### src/rtl/load_store_unit_if.sv
`default_nettype none
// ============================================================================
//  Module      : load_store_unit_if
//  Description : Bundles the request/response handshake between the core's
//                memory stage and the load/store unit, together with the
//                word-addressed RAM data port that the unit drives.
//                  slave  - the load/store unit's view
//                  master - the environment's view (core request side plus
//                           the RAM, which returns d_read_data)
//  Ports       : req_valid/req_ready/req_write/req_size/req_unsigned/
//                req_address/req_wdata  - request handshake and payload
//                resp_valid/resp_rdata/resp_misaligned - completion pulse
//                d_address/d_read_data/d_write_data/wEn - RAM data port
//  Revision    : 1.0  initial release
// ============================================================================
interface load_store_unit_if #(
  parameter int ADDR_WIDTH = 16
);
  logic                  req_valid;
  logic                  req_ready;
  logic                  req_write;
  logic [1:0]            req_size;
  logic                  req_unsigned;
  logic [31:0]           req_address;
  logic [31:0]           req_wdata;
  logic                  resp_valid;
  logic [31:0]           resp_rdata;
  logic                  resp_misaligned;
  logic [ADDR_WIDTH-1:0] d_address;
  logic [31:0]           d_read_data;
  logic [31:0]           d_write_data;
  logic                  wEn;

  modport slave (
    input  req_valid, req_write, req_size, req_unsigned, req_address, req_wdata,
    input  d_read_data,
    output req_ready, resp_valid, resp_rdata, resp_misaligned,
    output d_address, d_write_data, wEn
  );

  modport master (
    output req_valid, req_write, req_size, req_unsigned, req_address, req_wdata,
    output d_read_data,
    input  req_ready, resp_valid, resp_rdata, resp_misaligned,
    input  d_address, d_write_data, wEn
  );
endinterface
`default_nettype wire

### src/rtl/load_store_unit.sv
`default_nettype none
// ============================================================================
//  Module      : load_store_unit
//  Description : Data-side load/store unit. Converts byte/half/word requests
//                at 32-bit byte addresses into accesses on a word-addressed
//                RAM port. Sub-word loads are lane-selected and sign/zero
//                extended; sub-word stores use read-modify-write because the
//                RAM only has a whole-word write enable. Misaligned requests
//                are answered with an error and never touch memory.
//  Ports       : clock - rising-edge clock
//                reset - asynchronous active-low reset
//                bus   - load_store_unit_if.slave (request, response and
//                        RAM data port signals)
//  Revision    : 1.0  initial release
// ============================================================================
module load_store_unit #(
  parameter int ADDR_WIDTH = 16
) (
  input  wire logic         clock,
  input  wire logic         reset,
  load_store_unit_if.slave  bus
);

  typedef enum logic [2:0] {
    S_IDLE   = 3'd0,
    S_LOAD   = 3'd1,
    S_STORE  = 3'd2,
    S_RMW_RD = 3'd3,
    S_RMW_WR = 3'd4,
    S_RESP   = 3'd5
  } state_t;

  localparam logic [1:0] c_size_byte = 2'b00;
  localparam logic [1:0] c_size_half = 2'b01;
  localparam logic [1:0] c_size_word = 2'b10;

  state_t                r_state;
  logic [ADDR_WIDTH-1:0] r_addr;
  logic [1:0]            r_off;
  logic [1:0]            r_size;
  logic                  r_unsigned;
  // Holds the store data after accept and is overwritten with the merged
  // word during RMW_RD, so d_write_data always comes straight from it.
  logic [31:0]           r_wdata;
  logic [31:0]           r_rdata;
  logic                  r_misaligned;

  logic [1:0]            w_req_off;
  logic                  w_req_misaligned;
  logic [31:0]           w_shifted;
  logic [31:0]           w_load_value;
  logic [31:0]           w_lane_mask;
  logic [31:0]           w_lane_data;
  logic [31:0]           w_merged;
  logic                  w_unused_addr_hi;

  // Address bits above the RAM's reach are deliberately dropped (aliasing).
  assign w_unused_addr_hi = ^bus.req_address[31:ADDR_WIDTH+2];

  assign w_req_off        = bus.req_address[1:0];
  assign w_req_misaligned = (bus.req_size == 2'b11) ||
                            ((bus.req_size == c_size_half) && w_req_off[0]) ||
                            ((bus.req_size == c_size_word) && (w_req_off != 2'b00));

  // Load lane select and extension.
  always_comb begin
    w_shifted    = bus.d_read_data >> {r_off, 3'b000};
    w_load_value = bus.d_read_data;
    case (r_size)
      c_size_byte: w_load_value = {{24{~r_unsigned & w_shifted[7]}},  w_shifted[7:0]};
      c_size_half: w_load_value = {{16{~r_unsigned & w_shifted[15]}}, w_shifted[15:0]};
      default:     w_load_value = bus.d_read_data;
    endcase
  end

  // Read-modify-write merge: replicate the new byte/half across all lanes
  // and let the shifted mask pick the addressed one.
  always_comb begin
    w_lane_mask = 32'h0000_0000;
    w_lane_data = 32'h0000_0000;
    if (r_size == c_size_byte) begin
      w_lane_mask = 32'h0000_00FF << {r_off, 3'b000};
      w_lane_data = {4{r_wdata[7:0]}};
    end else begin
      w_lane_mask = 32'h0000_FFFF << {r_off, 3'b000};
      w_lane_data = {2{r_wdata[15:0]}};
    end
    w_merged = (bus.d_read_data & ~w_lane_mask) | (w_lane_data & w_lane_mask);
  end

  always_ff @(posedge clock or negedge reset) begin
    if (!reset) begin
      r_state      <= S_IDLE;
      r_addr       <= '0;
      r_off        <= 2'b00;
      r_size       <= 2'b00;
      r_unsigned   <= 1'b0;
      r_wdata      <= 32'h0000_0000;
      r_rdata      <= 32'h0000_0000;
      r_misaligned <= 1'b0;
    end else begin
      case (r_state)
        S_IDLE: begin
          if (bus.req_valid) begin
            r_addr     <= bus.req_address[ADDR_WIDTH+1:2];
            r_off      <= w_req_off;
            r_size     <= bus.req_size;
            r_unsigned <= bus.req_unsigned;
            r_wdata    <= bus.req_wdata;
            if (w_req_misaligned) begin
              r_rdata      <= 32'h0000_0000;
              r_misaligned <= 1'b1;
              r_state      <= S_RESP;
            end else if (!bus.req_write) begin
              r_state <= S_LOAD;
            end else if (bus.req_size == c_size_word) begin
              r_state <= S_STORE;
            end else begin
              r_state <= S_RMW_RD;
            end
          end
        end
        // Response registers only change on the edge entering RESP, so they
        // hold their value from one response to the next.
        S_LOAD: begin
          r_rdata      <= w_load_value;
          r_misaligned <= 1'b0;
          r_state      <= S_RESP;
        end
        S_STORE: begin
          r_rdata      <= 32'h0000_0000;
          r_misaligned <= 1'b0;
          r_state      <= S_RESP;
        end
        S_RMW_RD: begin
          r_wdata <= w_merged;
          r_state <= S_RMW_WR;
        end
        S_RMW_WR: begin
          r_rdata      <= 32'h0000_0000;
          r_misaligned <= 1'b0;
          r_state      <= S_RESP;
        end
        S_RESP:  r_state <= S_IDLE;
        default: r_state <= S_IDLE;
      endcase
    end
  end

  // Decoded purely from the state register, so an asynchronous reset drops
  // wEn immediately and no write lands on the following edge.
  assign bus.req_ready       = (r_state == S_IDLE);
  assign bus.resp_valid      = (r_state == S_RESP);
  assign bus.wEn             = (r_state == S_STORE) || (r_state == S_RMW_WR);
  assign bus.resp_rdata      = r_rdata;
  assign bus.resp_misaligned = r_misaligned;
  assign bus.d_address       = r_addr;
  assign bus.d_write_data    = r_wdata;

endmodule
`default_nettype wire

### src/flat_wrapper.sv
// flat-port wrapper written by rule: the top's interface ports become plain ports
module load_store_unit_flat 
#(
  parameter int ADDR_WIDTH = 16
)
  (clock, reset, bus_req_valid, bus_req_write, bus_req_size, bus_req_unsigned, bus_req_address, bus_req_wdata, bus_d_read_data, bus_req_ready, bus_resp_valid, bus_resp_rdata, bus_resp_misaligned, bus_d_address, bus_d_write_data, bus_wEn);
  load_store_unit_if #(.ADDR_WIDTH(ADDR_WIDTH)) bus_i ();
  input  wire logic clock;
  input  wire logic reset;
  input wire logic [$bits(bus_i.req_valid)-1:0] bus_req_valid;
  input wire logic [$bits(bus_i.req_write)-1:0] bus_req_write;
  input wire logic [$bits(bus_i.req_size)-1:0] bus_req_size;
  input wire logic [$bits(bus_i.req_unsigned)-1:0] bus_req_unsigned;
  input wire logic [$bits(bus_i.req_address)-1:0] bus_req_address;
  input wire logic [$bits(bus_i.req_wdata)-1:0] bus_req_wdata;
  input wire logic [$bits(bus_i.d_read_data)-1:0] bus_d_read_data;
  output wire logic [$bits(bus_i.req_ready)-1:0] bus_req_ready;
  output wire logic [$bits(bus_i.resp_valid)-1:0] bus_resp_valid;
  output wire logic [$bits(bus_i.resp_rdata)-1:0] bus_resp_rdata;
  output wire logic [$bits(bus_i.resp_misaligned)-1:0] bus_resp_misaligned;
  output wire logic [$bits(bus_i.d_address)-1:0] bus_d_address;
  output wire logic [$bits(bus_i.d_write_data)-1:0] bus_d_write_data;
  output wire logic [$bits(bus_i.wEn)-1:0] bus_wEn;
  assign bus_i.req_valid = bus_req_valid;
  assign bus_i.req_write = bus_req_write;
  assign bus_i.req_size = bus_req_size;
  assign bus_i.req_unsigned = bus_req_unsigned;
  assign bus_i.req_address = bus_req_address;
  assign bus_i.req_wdata = bus_req_wdata;
  assign bus_i.d_read_data = bus_d_read_data;
  assign bus_req_ready = bus_i.req_ready;
  assign bus_resp_valid = bus_i.resp_valid;
  assign bus_resp_rdata = bus_i.resp_rdata;
  assign bus_resp_misaligned = bus_i.resp_misaligned;
  assign bus_d_address = bus_i.d_address;
  assign bus_d_write_data = bus_i.d_write_data;
  assign bus_wEn = bus_i.wEn;
  load_store_unit #(.ADDR_WIDTH(ADDR_WIDTH)) u_core (.clock(clock), .reset(reset), .bus(bus_i));
endmodule
### config.mk
export PLATFORM = sky130hd
export DESIGN_NAME = load_store_unit_flat
export DESIGN_NICKNAME = d
export VERILOG_FILES = /design/src/rtl/load_store_unit_if.sv /design/src/rtl/load_store_unit.sv /design/src/flat_wrapper.sv
export SDC_FILE = /design/constraint.sdc
export NUM_CORES = 1
export LEC_CHECK = 0
export ABC_AREA = 1
export ABC_CLOCK_PERIOD_IN_PS = 2400
export BUFFER_PORTS_ARGS = -buffer_cell sky130_fd_sc_hd__buf_2
export CAP_MARGIN = 20
export CORE_MARGIN = 2
export CORE_UTILIZATION = 25
export DETAILED_ROUTE_END_ITERATION = 12
export PLACE_DENSITY = 0.52
export RECOVER_POWER = 100
export SYNTH_ARGS = -nofsm -noshare
export SYNTH_HDL_FRONTEND = slang
export SYNTH_SLANG_ARGS = --single-unit
### constraint.sdc
create_clock -name clock -period 2.4 [get_ports clock]
set_input_delay 0.48 -clock clock [delete_from_list [all_inputs] [get_ports clock]]
set_output_delay 0.48 -clock clock [all_outputs]
set_load 0.005 [all_outputs]
==> reports/metrics.cfg <==
[floorplanning]
start_util = 0.2564
rows = 50
die_width_um = 143.0
design.die.area_um2 = 20440
die_h_um = 143.0
top_level_ports = 187
core_area_um2 = 18830

[placed_design]
dpl_cell_area_um2 = 5984
finalWeightedCongestion = 0.8720
dp_hpwl_um = 13630
portBuffers = 172

[logic_synthesis]
syn_area_per_cell_um2 = 7.038
syn_nets = 789
syn_area_um2 = 4828
yosys.area.top_type = dfrtp_1
yosysTopAreaCellShare = 0.4613
synth_mux_area_frac = 0
synthFlopType = dfrtp_1
synth_compound_area_frac = 0.1358
synth_cells = 686
synth_warnings = 0
ys_top_cells_by_area = dfrtp_1, nand2_1, o21ai_0
synth_xor_area_frac = 0
synthMostInstantiatedCell = nand2_1
yosys-top-cells-count = nand2_1, dfrtp_1, o21ai_0
synthDistinctLibCells = 26
synth_edf_count = 0
synth_fa_ha_area_frac = 0
ys_seq_elements = 89
synth_top_family_by_area = simple AND/OR/NAND/NOR gates
yosysSeqAreaShare = 0.4613
async_flop_share = 1.000
synth-simple-area-share = 0.3299

[cells_and_area]
fin_nets = 958
finalInstanceArea_um2 = 6240
multi_input_area_um2 = 2241
layout-drive-gt1-share = 0.2058
syn_to_final_growth_pct = 29.23
layout.area.seq_um2 = 2227
fillers = 2121

[clock_network]
path_clk_slew_ns = 0.07
cts_resized = 0
ctsHtreeMaxLevel = 3
cts-root-buf = clkbuf_16
holdBufCountCts = 0
worstSkewPairLatency_ns = 0.36
clock_path_buffers = 2
postCtsSetupRepairBufs = 0
cts_sinks = 89
cts_buffers = 9
cts_tree = built

[critical_path]
rrSetupSlack_ns = 0.52
setup.worst_path.start = u_core.r_state[2]
critPathMaxFanout = 17
critPathCaptureType = flip-flop
required_ns = 2.62
critPathArrivalTime_ns = 2.09
critical_path_class = reg2reg
startpoint_type = flip-flop
r2r_start = u_core.r_state[2]

[sta]
rsz0062_at_grt = no
finalHoldViolCount = 0
holdWs_ns = 0.3178
slew_viol_final = 31
maxSlewHeadroom = -0.2226
max_freq_mhz = 533.2
setup_viol = 0
fin_crit_sh = 0.7815
post-route-min-period_ns = 1.876
fin_skew_ns = 0.01078
tns_ns = 0
worstMarginPinSlew_ns = 1.834

[routing]
drt_iter0_drc = 299
vias = 4988
drtAntennaViolNets = 0
wl_per_cell_um = 15.72
post-route-drc-count = 0
firstDrtPassIters = 5
routed_via_density = 4.442
wl_um = 17660

[grt]
grt_pass1_wl_um = 26770
grt_max_degree = 60
grt.total_usage = 0.1738
grt_pass1_vias = 4775
overflow = 0
antenna_found_initial = 3

[power_and_ir_drop]
power_density_nw_per_um2 = 1262
power_mw = 7.874
peakVddDrop_mv = 0.4968
leakagePower_nw = 3.265

[worst_hold_path]
min_from = bus_req_address[3]
worstHoldPathType = in2reg

[outcome]
status = complete, but fails checks
violations = max-capacitance violations, max-slew violations

[flow_run]
maxCapViolCount = 1

-- critical path, stage by stage (launching register included) --
cell,delay (ns)
dfrtp_1,0.39
inv_1,0.11
nand3_1,0.14
buf_4,0.23
nand2_2,0.18
nand2_1,0.36
nor2_1,0.25
a21oi_1,0.06
-- routing by layer --
metal / track usage / share of wire
met5: 0 / 0.00068
met4: 0.04273 / 0.010
met3: 0.04762 / 0.076
met2: 0.2757 / 0.46
met1: 0.2349 / 0.46
-- where the power goes --
part	leakage, nW	internal, mW	switching, mW
combinational	2.03	1.27	2.46
clock	0.144	0.911	0.633
sequential	1.10	2.18	0.420
-- registers in the layout, indices dropped and copies added (netlist names), named ones only --
name / cells
u_core.bus.d_write_data: 24
u_core.bus.d_address: 16
u_core.r_size: 2
u_core.bus.resp_misaligned: 1
u_core.r_state: 3
u_core.r_off: 2
u_core.bus.resp_rdata: 32
u_core.r_unsigned: 1
-- layout make-up --
| type | count | area share |
|---|---|---|
| sequential | 89 | 0.3569 |
| clock buffer | 9 | 0.03609 |
| inverter | 50 | 0.03008 |
| timing repair buffer | 188 | 0.1492 |
| clock inverter | 7 | 0.01524 |
| tap | 260 | 0.05214 |
| antenna | 3 | 0.001203 |
| multi-input combinational | 517 | 0.3591 |
-- logic make-up after synthesis --
group,count (synthesis)
AND/OR/NAND/NOR,391
flip-flops,89
AO/OA/AOI/OAI,126
buffers and inverters,80
-- placed cells by master (no fill, tap or decap) --
cell / count
a21oi_1: 49
a21oi_2: 1
and2_0: 1
buf_1: 2
buf_12: 1
buf_2: 128
buf_4: 12
bufinv_16: 2
clkbuf_1: 42
clkbuf_16: 9
clkbuf_2: 3
clkinv_1: 1
clkinv_2: 1
clkinvlp_4: 4
dfrtp_1: 89
diode_2: 3
inv_1: 43
inv_2: 6
nand2_1: 285
nand2_2: 4
nand2_4: 1
nand3_1: 54
nand3_4: 1
nor2_1: 40
nor2_2: 3
nor2_4: 1
nor3_1: 1
o211ai_1: 7
o21ai_0: 65
o21ai_1: 3
o221ai_1: 1
-- path summary, 6_finish.rpt --
path,endpoint,depth (start not counted)
max,flip-flop,7
min,u_core.bus.d_address[1],3
max reg2reg,flip-flop,7
min reg2reg,u_core.bus.d_address[15],2
max in group asynchronous,async pin,2
min in group asynchronous,u_core.bus.d_address[1],1
-- stage by stage --
stage / setup WS (ns) / cells / utilization
finish: 0.5244 / 1123 / 0.3314
global placement: 0.6747 / 1104 / 0.3178
global route: 0.3000 / 1121 / 0.3311
detailed placement: 0.6830 / 1104 / 0.3178
floorplan: 0.9290 / 686 / -
CTS: 0.6599 / 1120 / 0.3348
(Power assumes the default switching activity.)
